[src/rtl/pipe_pkg.sv]
// Shared RV32 decode constants and controller state encoding for the pipeline sequencer.
package pipe_pkg;

    localparam logic [6:0] OP_LOAD   = 7'b0000011;
    localparam logic [6:0] OP_STORE  = 7'b0100011;
    localparam logic [6:0] OP_BRANCH = 7'b1100011;
    localparam logic [6:0] OP_JAL    = 7'b1101111;
    localparam logic [6:0] OP_JALR   = 7'b1100111;
    localparam logic [6:0] OP_LUI    = 7'b0110111;
    localparam logic [6:0] OP_AUIPC  = 7'b0010111;
    localparam logic [6:0] OP_OP     = 7'b0110011;

    localparam logic [6:0]  FUNCT7_MULDIV = 7'b0000001;
    localparam logic [31:0] INSTR_NOP     = 32'h00000013;

    // Wide enough to hold the largest legal latency (64).
    localparam int CNT_W = $clog2(64) + 1;

    typedef enum logic [1:0] {
        ST_RUN     = 2'd0,
        ST_MD_BUSY = 2'd1,
        ST_MD_DONE = 2'd2
    } md_state_e;

endpackage

[src/rtl/hazard_detect.sv]
// Load-use hazard detection: decodes which rs fields the ID instruction reads
// and compares them against the rd of a load sitting in EX.
module hazard_detect
    import pipe_pkg::*;
(
    input  logic [31:0] id_instr,
    input  logic [6:0]  ex_opcode,
    input  logic [4:0]  ex_wbaddr,
    output logic        load_use
);

    logic [6:0] id_op;
    logic [4:0] rs1;
    logic [4:0] rs2;
    logic       rs1_used;
    logic       rs2_used;
    logic       rs1_hit;
    logic       rs2_hit;
    logic       unused_id_bits;

    assign id_op          = id_instr[6:0];
    assign rs1            = id_instr[19:15];
    assign rs2            = id_instr[24:20];
    assign unused_id_bits = ^{id_instr[31:25], id_instr[14:7]};

    always_comb begin
        rs1_used = !((id_op == OP_LUI) || (id_op == OP_AUIPC) || (id_op == OP_JAL));
        rs2_used = (id_op == OP_OP) || (id_op == OP_STORE) || (id_op == OP_BRANCH);
        rs1_hit  = rs1_used && (rs1 == ex_wbaddr);
        rs2_hit  = rs2_used && (rs2 == ex_wbaddr);
        // x0 is never a real dependency, so a load into x0 never stalls.
        load_use = (ex_opcode == OP_LOAD) && (ex_wbaddr != 5'd0) && (rs1_hit || rs2_hit);
    end

endmodule

[src/rtl/pipe_ctrl.sv]
// Pipeline sequencing controller: turns EX-stage events into per-stage
// stall/flush/bubble controls and sequences multi-cycle RV32M operations.
module pipe_ctrl
    import pipe_pkg::*;
#(
    parameter int DIV_LAT = 32,
    parameter int MUL_LAT = 1
) (
    input  logic        clk,
    input  logic        reset,
    input  logic [31:0] id_instr_i,
    input  logic [31:0] ex_instr_i,
    input  logic [4:0]  ex_wbaddr_i,
    input  logic        jump_en_i,
    input  logic        mem_wait_i,
    output logic        stall_if_o,
    output logic        stall_id_o,
    output logic        stall_ex_o,
    output logic        flush_id_o,
    output logic        bubble_ex_o,
    output logic        md_start_o,
    output logic        md_busy_o,
    output logic        md_done_o,
    output logic [1:0]  dbg_state_o
);

    localparam logic [CNT_W-1:0] DIV_CNT = CNT_W'(DIV_LAT);
    localparam logic [CNT_W-1:0] MUL_CNT = CNT_W'(MUL_LAT);
    localparam logic [CNT_W-1:0] CNT_ONE = CNT_W'(1);
    localparam logic [CNT_W-1:0] CNT_TWO = CNT_W'(2);

    md_state_e        state;
    logic [CNT_W-1:0] cnt;
    logic [CNT_W-1:0] lat;
    logic             ex_is_md;
    logic             launch;
    logic             md_hold;
    logic             load_use;
    logic             unused_ex_bits;

    assign unused_ex_bits = ^{ex_instr_i[24:15], ex_instr_i[13:7]};

    hazard_detect u_hazard (
        .id_instr  (id_instr_i),
        .ex_opcode (ex_instr_i[6:0]),
        .ex_wbaddr (ex_wbaddr_i),
        .load_use  (load_use)
    );

    assign ex_is_md = (ex_instr_i[6:0] == OP_OP) && (ex_instr_i[31:25] == FUNCT7_MULDIV);
    assign lat      = ex_instr_i[14] ? DIV_CNT : MUL_CNT;
    // Single-cycle M-ops never touch the FSM; a launch waits out any memory stall.
    assign launch   = (state == ST_RUN) && ex_is_md && (lat > CNT_ONE) && !mem_wait_i;
    assign md_hold  = launch || (state == ST_MD_BUSY);

    always_ff @(posedge clk or negedge reset) begin
        if (!reset) begin
            state <= ST_RUN;
            cnt   <= '0;
        end else begin
            case (state)
                ST_RUN: begin
                    if (launch) begin
                        cnt   <= lat - CNT_ONE;
                        // With latency 2 the launch cycle is already the
                        // second-to-last, so go straight to the done cycle.
                        state <= (lat == CNT_TWO) ? ST_MD_DONE : ST_MD_BUSY;
                    end
                end
                ST_MD_BUSY: begin
                    cnt <= cnt - CNT_ONE;
                    if (cnt == CNT_TWO) begin
                        state <= ST_MD_DONE;
                    end
                end
                ST_MD_DONE: begin
                    if (!mem_wait_i) begin
                        state <= ST_RUN;
                        cnt   <= '0;
                    end
                end
                default: begin
                    state <= ST_RUN;
                    cnt   <= '0;
                end
            endcase
        end
    end

    always_comb begin
        stall_if_o  = 1'b0;
        stall_id_o  = 1'b0;
        stall_ex_o  = 1'b0;
        flush_id_o  = 1'b0;
        bubble_ex_o = 1'b0;
        if (!reset) begin
            stall_if_o = 1'b0;
        end else if (mem_wait_i || md_hold) begin
            stall_if_o = 1'b1;
            stall_id_o = 1'b1;
            stall_ex_o = 1'b1;
        end else if (jump_en_i) begin
            flush_id_o  = 1'b1;
            bubble_ex_o = 1'b1;
        end else if (load_use) begin
            stall_if_o  = 1'b1;
            stall_id_o  = 1'b1;
            bubble_ex_o = 1'b1;
        end
    end

    assign md_start_o  = reset && launch;
    assign md_busy_o   = reset && md_hold;
    assign md_done_o   = reset && (state == ST_MD_DONE);
    assign dbg_state_o = state;

endmodule

[config.mk]
export PLATFORM = sky130hd
export DESIGN_NAME = pipe_ctrl
export DESIGN_NICKNAME = d
export VERILOG_FILES = /design/src/rtl/pipe_pkg.sv /design/src/rtl/hazard_detect.sv /design/src/rtl/pipe_ctrl.sv
export SDC_FILE = /design/constraint.sdc
export NUM_CORES = 1
export LEC_CHECK = 0
export CORE_AREA = 2 2 54 56
export CTS_BUF_LIST = sky130_fd_sc_hd__clkbuf_8
export DETAILED_ROUTE_END_ITERATION = 16
export DIE_AREA = 0 0 56 58
export HOLD_SLACK_MARGIN = 0.06
export PLACE_DENSITY_LB_ADDON = 0.25
export SYNTH_ARGS = -nofsm -noshare
export SYNTH_HDL_FRONTEND = slang
export SYNTH_HIERARCHICAL = 1
export SYNTH_SLANG_ARGS = --single-unit
[constraint.sdc]
create_clock -name clk -period 4.5 [get_ports clk]
set_clock_uncertainty 0.1 [all_clocks]
set_input_delay 0.9 -clock clk [delete_from_list [all_inputs] [get_ports clk]]
set_output_delay 0.9 -clock clk [all_outputs]
set_load 0.01 [all_outputs]
==> impl_metrics.toml <==
[worst_setup_path]
crit_fanout = 3
critPathRequiredTime_ps = 3500
cp_top_family = "buffers and inverters"
startpoint_type = "primary input"
critPathKind = "primary input to output port"
timing.rr.start = "dbg_state_o[0]"
cp_slowest_cell = "or4_1"
crit_buf_inv = 2
worstPathArrival_ps = 3080
reg2regPathDepth = 4
critPathCaptureType = "output port"
cp.depth = 7
slowest_delay_ps = 540
cp-startpoint = "ex_wbaddr_i[0]"
cpMostUsedCell = "clkdlybuf4s50_1"
crit_chain = "clkdlybuf4s50_1 -> or4_1 -> nor2_1 -> a211oi_1 -> nor2b_1 -> o41a_2 -> clkdlybuf4s50_1"

[drt]
via_per_inst = 5.287
avgRoutedWirePerCell_um = 13.34
antenna_left = 0
drtIter0Drc = 9
dr_total_vias = 994
firstDrtPassIters = 4
drc = 0
wl_mm = 2.507

[pwr]
power_frac_seq_pct = 34.4
netSwitchingFraction_pct = 27.04
p_clk_share_pct = 34.2
internal-power_uw = 199.9
power.density_nw_per_um2 = 190.6
p_leak_nw = 0.5658
combPwrFrac_pct = 31.4
peakVddDrop_mv = 0.1982
finalPower_uw = 274.0
switchingPower_uw = 74.11

[yosys]
ys_seq_area_share_pct = 26.24
async_flop_share_pct = 100.0
ys_ff_latch = 9
syn-instance-count = 104
ys_warn_count = 6
ys_types = 42
syn_avg_cell_area_um2 = 8.253
synth_fp_nets = 179
ys.flop_type = "dfrtp_1"
synth_edf_count = 0
syn_area_um2 = 858.3

[clock_tree]
clk_latency_ps = 240
clk_transition_reported_paths_ps = 40
cts_htree_levels = 1
post_cts_resize_count = 0
numCtsBuffers = 3
cts.sink_count = 9
cts_max_path_buffers = 2
cts_tree = "yes"
cts-root-buf = "clkbuf_8"
cts_hold_buf = 0
postCtsSetupBuffers = 0

[placement]
place_inst = 184
place.gp.congestion = 0.8736
placed_area_um2 = 1393
dp_hpwl_mm = 2.056
io_buffers = 50
dp_slack_ps = 406.8

[hold_path]
min_path_type = "flip-flop to flip-flop"
hp-start = "cnt[5]"
holdPathStages = 1

[timing]
final-setup-viol-count = 0
fin_crit_ps = 4077
relSlewSlack_pct = 50.71
hold_violations = 0
tns_ps = 0
final_max_slew_viol_count = 0
post-route-worst-setup-slack_ps = 422.7
max_freq_mhz = 245.3
rsz0062_at_grt = "false"
tightest_slew_ps = 737.8
period_share_pct = 90.61

[final_layout]
instances_no_fill = 188
syn2layout_area_growth_pct = 67.49
drive_gt1_share_pct = 7.643
final_cell_mix = "50 x clkdlybuf4s50_1, 9 x nor2_1, 9 x dfrtp_1"
n_antenna_cell = 0
nets = 233
final_common_cell = "clkdlybuf4s50_1"
final_cell_area_um2 = 1438
final.fill_count = 265

[floorplanning]
die_x_um = 56
dieArea_um2 = 3248
die_h_um = 58
coreArea_um2 = 2663
rows = 19
start_util_pct = 32.24
ios = 83

[global_route]
grt_pass1_vias = 997
overflow = 0
antenna_found_initial = 0
grt_pass1_wl_mm = 4.360
grt_max_degree = 11
grt_use_total_pct = 16.78

[job]
maxCapViolations = 0

[run_status]
outcome = "finished, final reports clean"
## cell usage after synthesis, types with 3 or more instances
| cell | n | area (um2) |
|---|---|---|
| dfrtp_1 | 9 | 225.2 |
| nor2_1 | 9 | 33.78 |
| nand2_1 | 8 | 30.03 |
| nor3_1 | 8 | 40.04 |
| a21oi_1 | 7 | 35.03 |
| o21ai_0 | 6 | 30.03 |
| xor2_1 | 6 | 52.55 |
| inv_1 | 4 | 15.01 |
| xnor2_1 | 4 | 35.03 |
| nand4_1 | 3 | 18.77 |
## registers in the layout, summed over array words and instances, names as in the netlist
signal and count:
cnt 7, dbg_state_o 2
## power by group through the flow
stage	clock, mW	combinational (mW)	sequential [mW]
after floorplan	0	0.0345	0.0937
after global placement	0	0.0851	0.0951
after detailed placement	0	0.0868	0.0952
after CTS	0.0957	0.0871	0.0940
after global routing	0.103	0.0950	0.0948
final	0.0937	0.0861	0.0942
## worst reg2reg max path: cells and delay by family (launching register included)
kind | cells | cell delay [ps]
and+or+nand+nor | 2 | 810
AOI/OAI and AO/OA | 2 | 350
DFF | 1 | 490
## through the flow
| stage | util, % | hold slack, ps |
|---|---|---|
| floorplan | - | 352.4 |
| global placement | 52.30 | 380.7 |
| detailed placement | 52.30 | 375.0 |
| CTS | 53.99 | 380.5 |
| global route | 53.99 | 392.4 |
| finish | 53.99 | 379.2 |
## metal layers
layer	wire, um	vias to the layer above	track usage, %
met5	0	-	0
met1	1050	453	18.28
met4	26	0	4.762
li1	-	500	-
met3	158	4	6.250
met2	1271	37	30.59
## cells by family (layout without fill, tap and decap cells)
kind of cell               after synthesis  in the layout  synth area share, %
and+or+nand+nor                         46             46                31.78
buffers and inverters                    6             59                3.206
adders and majority gates                2              2                2.915
xor gates and xnor gates                10             10                10.20
AOI/OAI and AO/OA                       31             31                25.65
DFF                                      9              9                26.24
## worst paths after layout
path,end,slack (ps)
setup / recovery,stall_if_o,420
hold / removal,cnt[5],380
setup reg to reg,cnt[6],2690
hold reg to reg,cnt[5],380
max in group asynchronous,cnt[6],3020
min in group asynchronous,cnt[2],840
## layout make-up
class | count | area (um2) | share of cell area, %
clock buffers | 3 | 41.29 | 2.872
clock inverters | 1 | 3.754 | 0.2611
inverters | 4 | 15.01 | 1.044
multi-input cells | 89 | 605.6 | 42.12
flip-flops and latches | 9 | 225.2 | 15.67
well taps | 31 | 38.79 | 2.698
repair buffers | 51 | 508.0 | 35.34
Power figures use the tool's default switching activity.
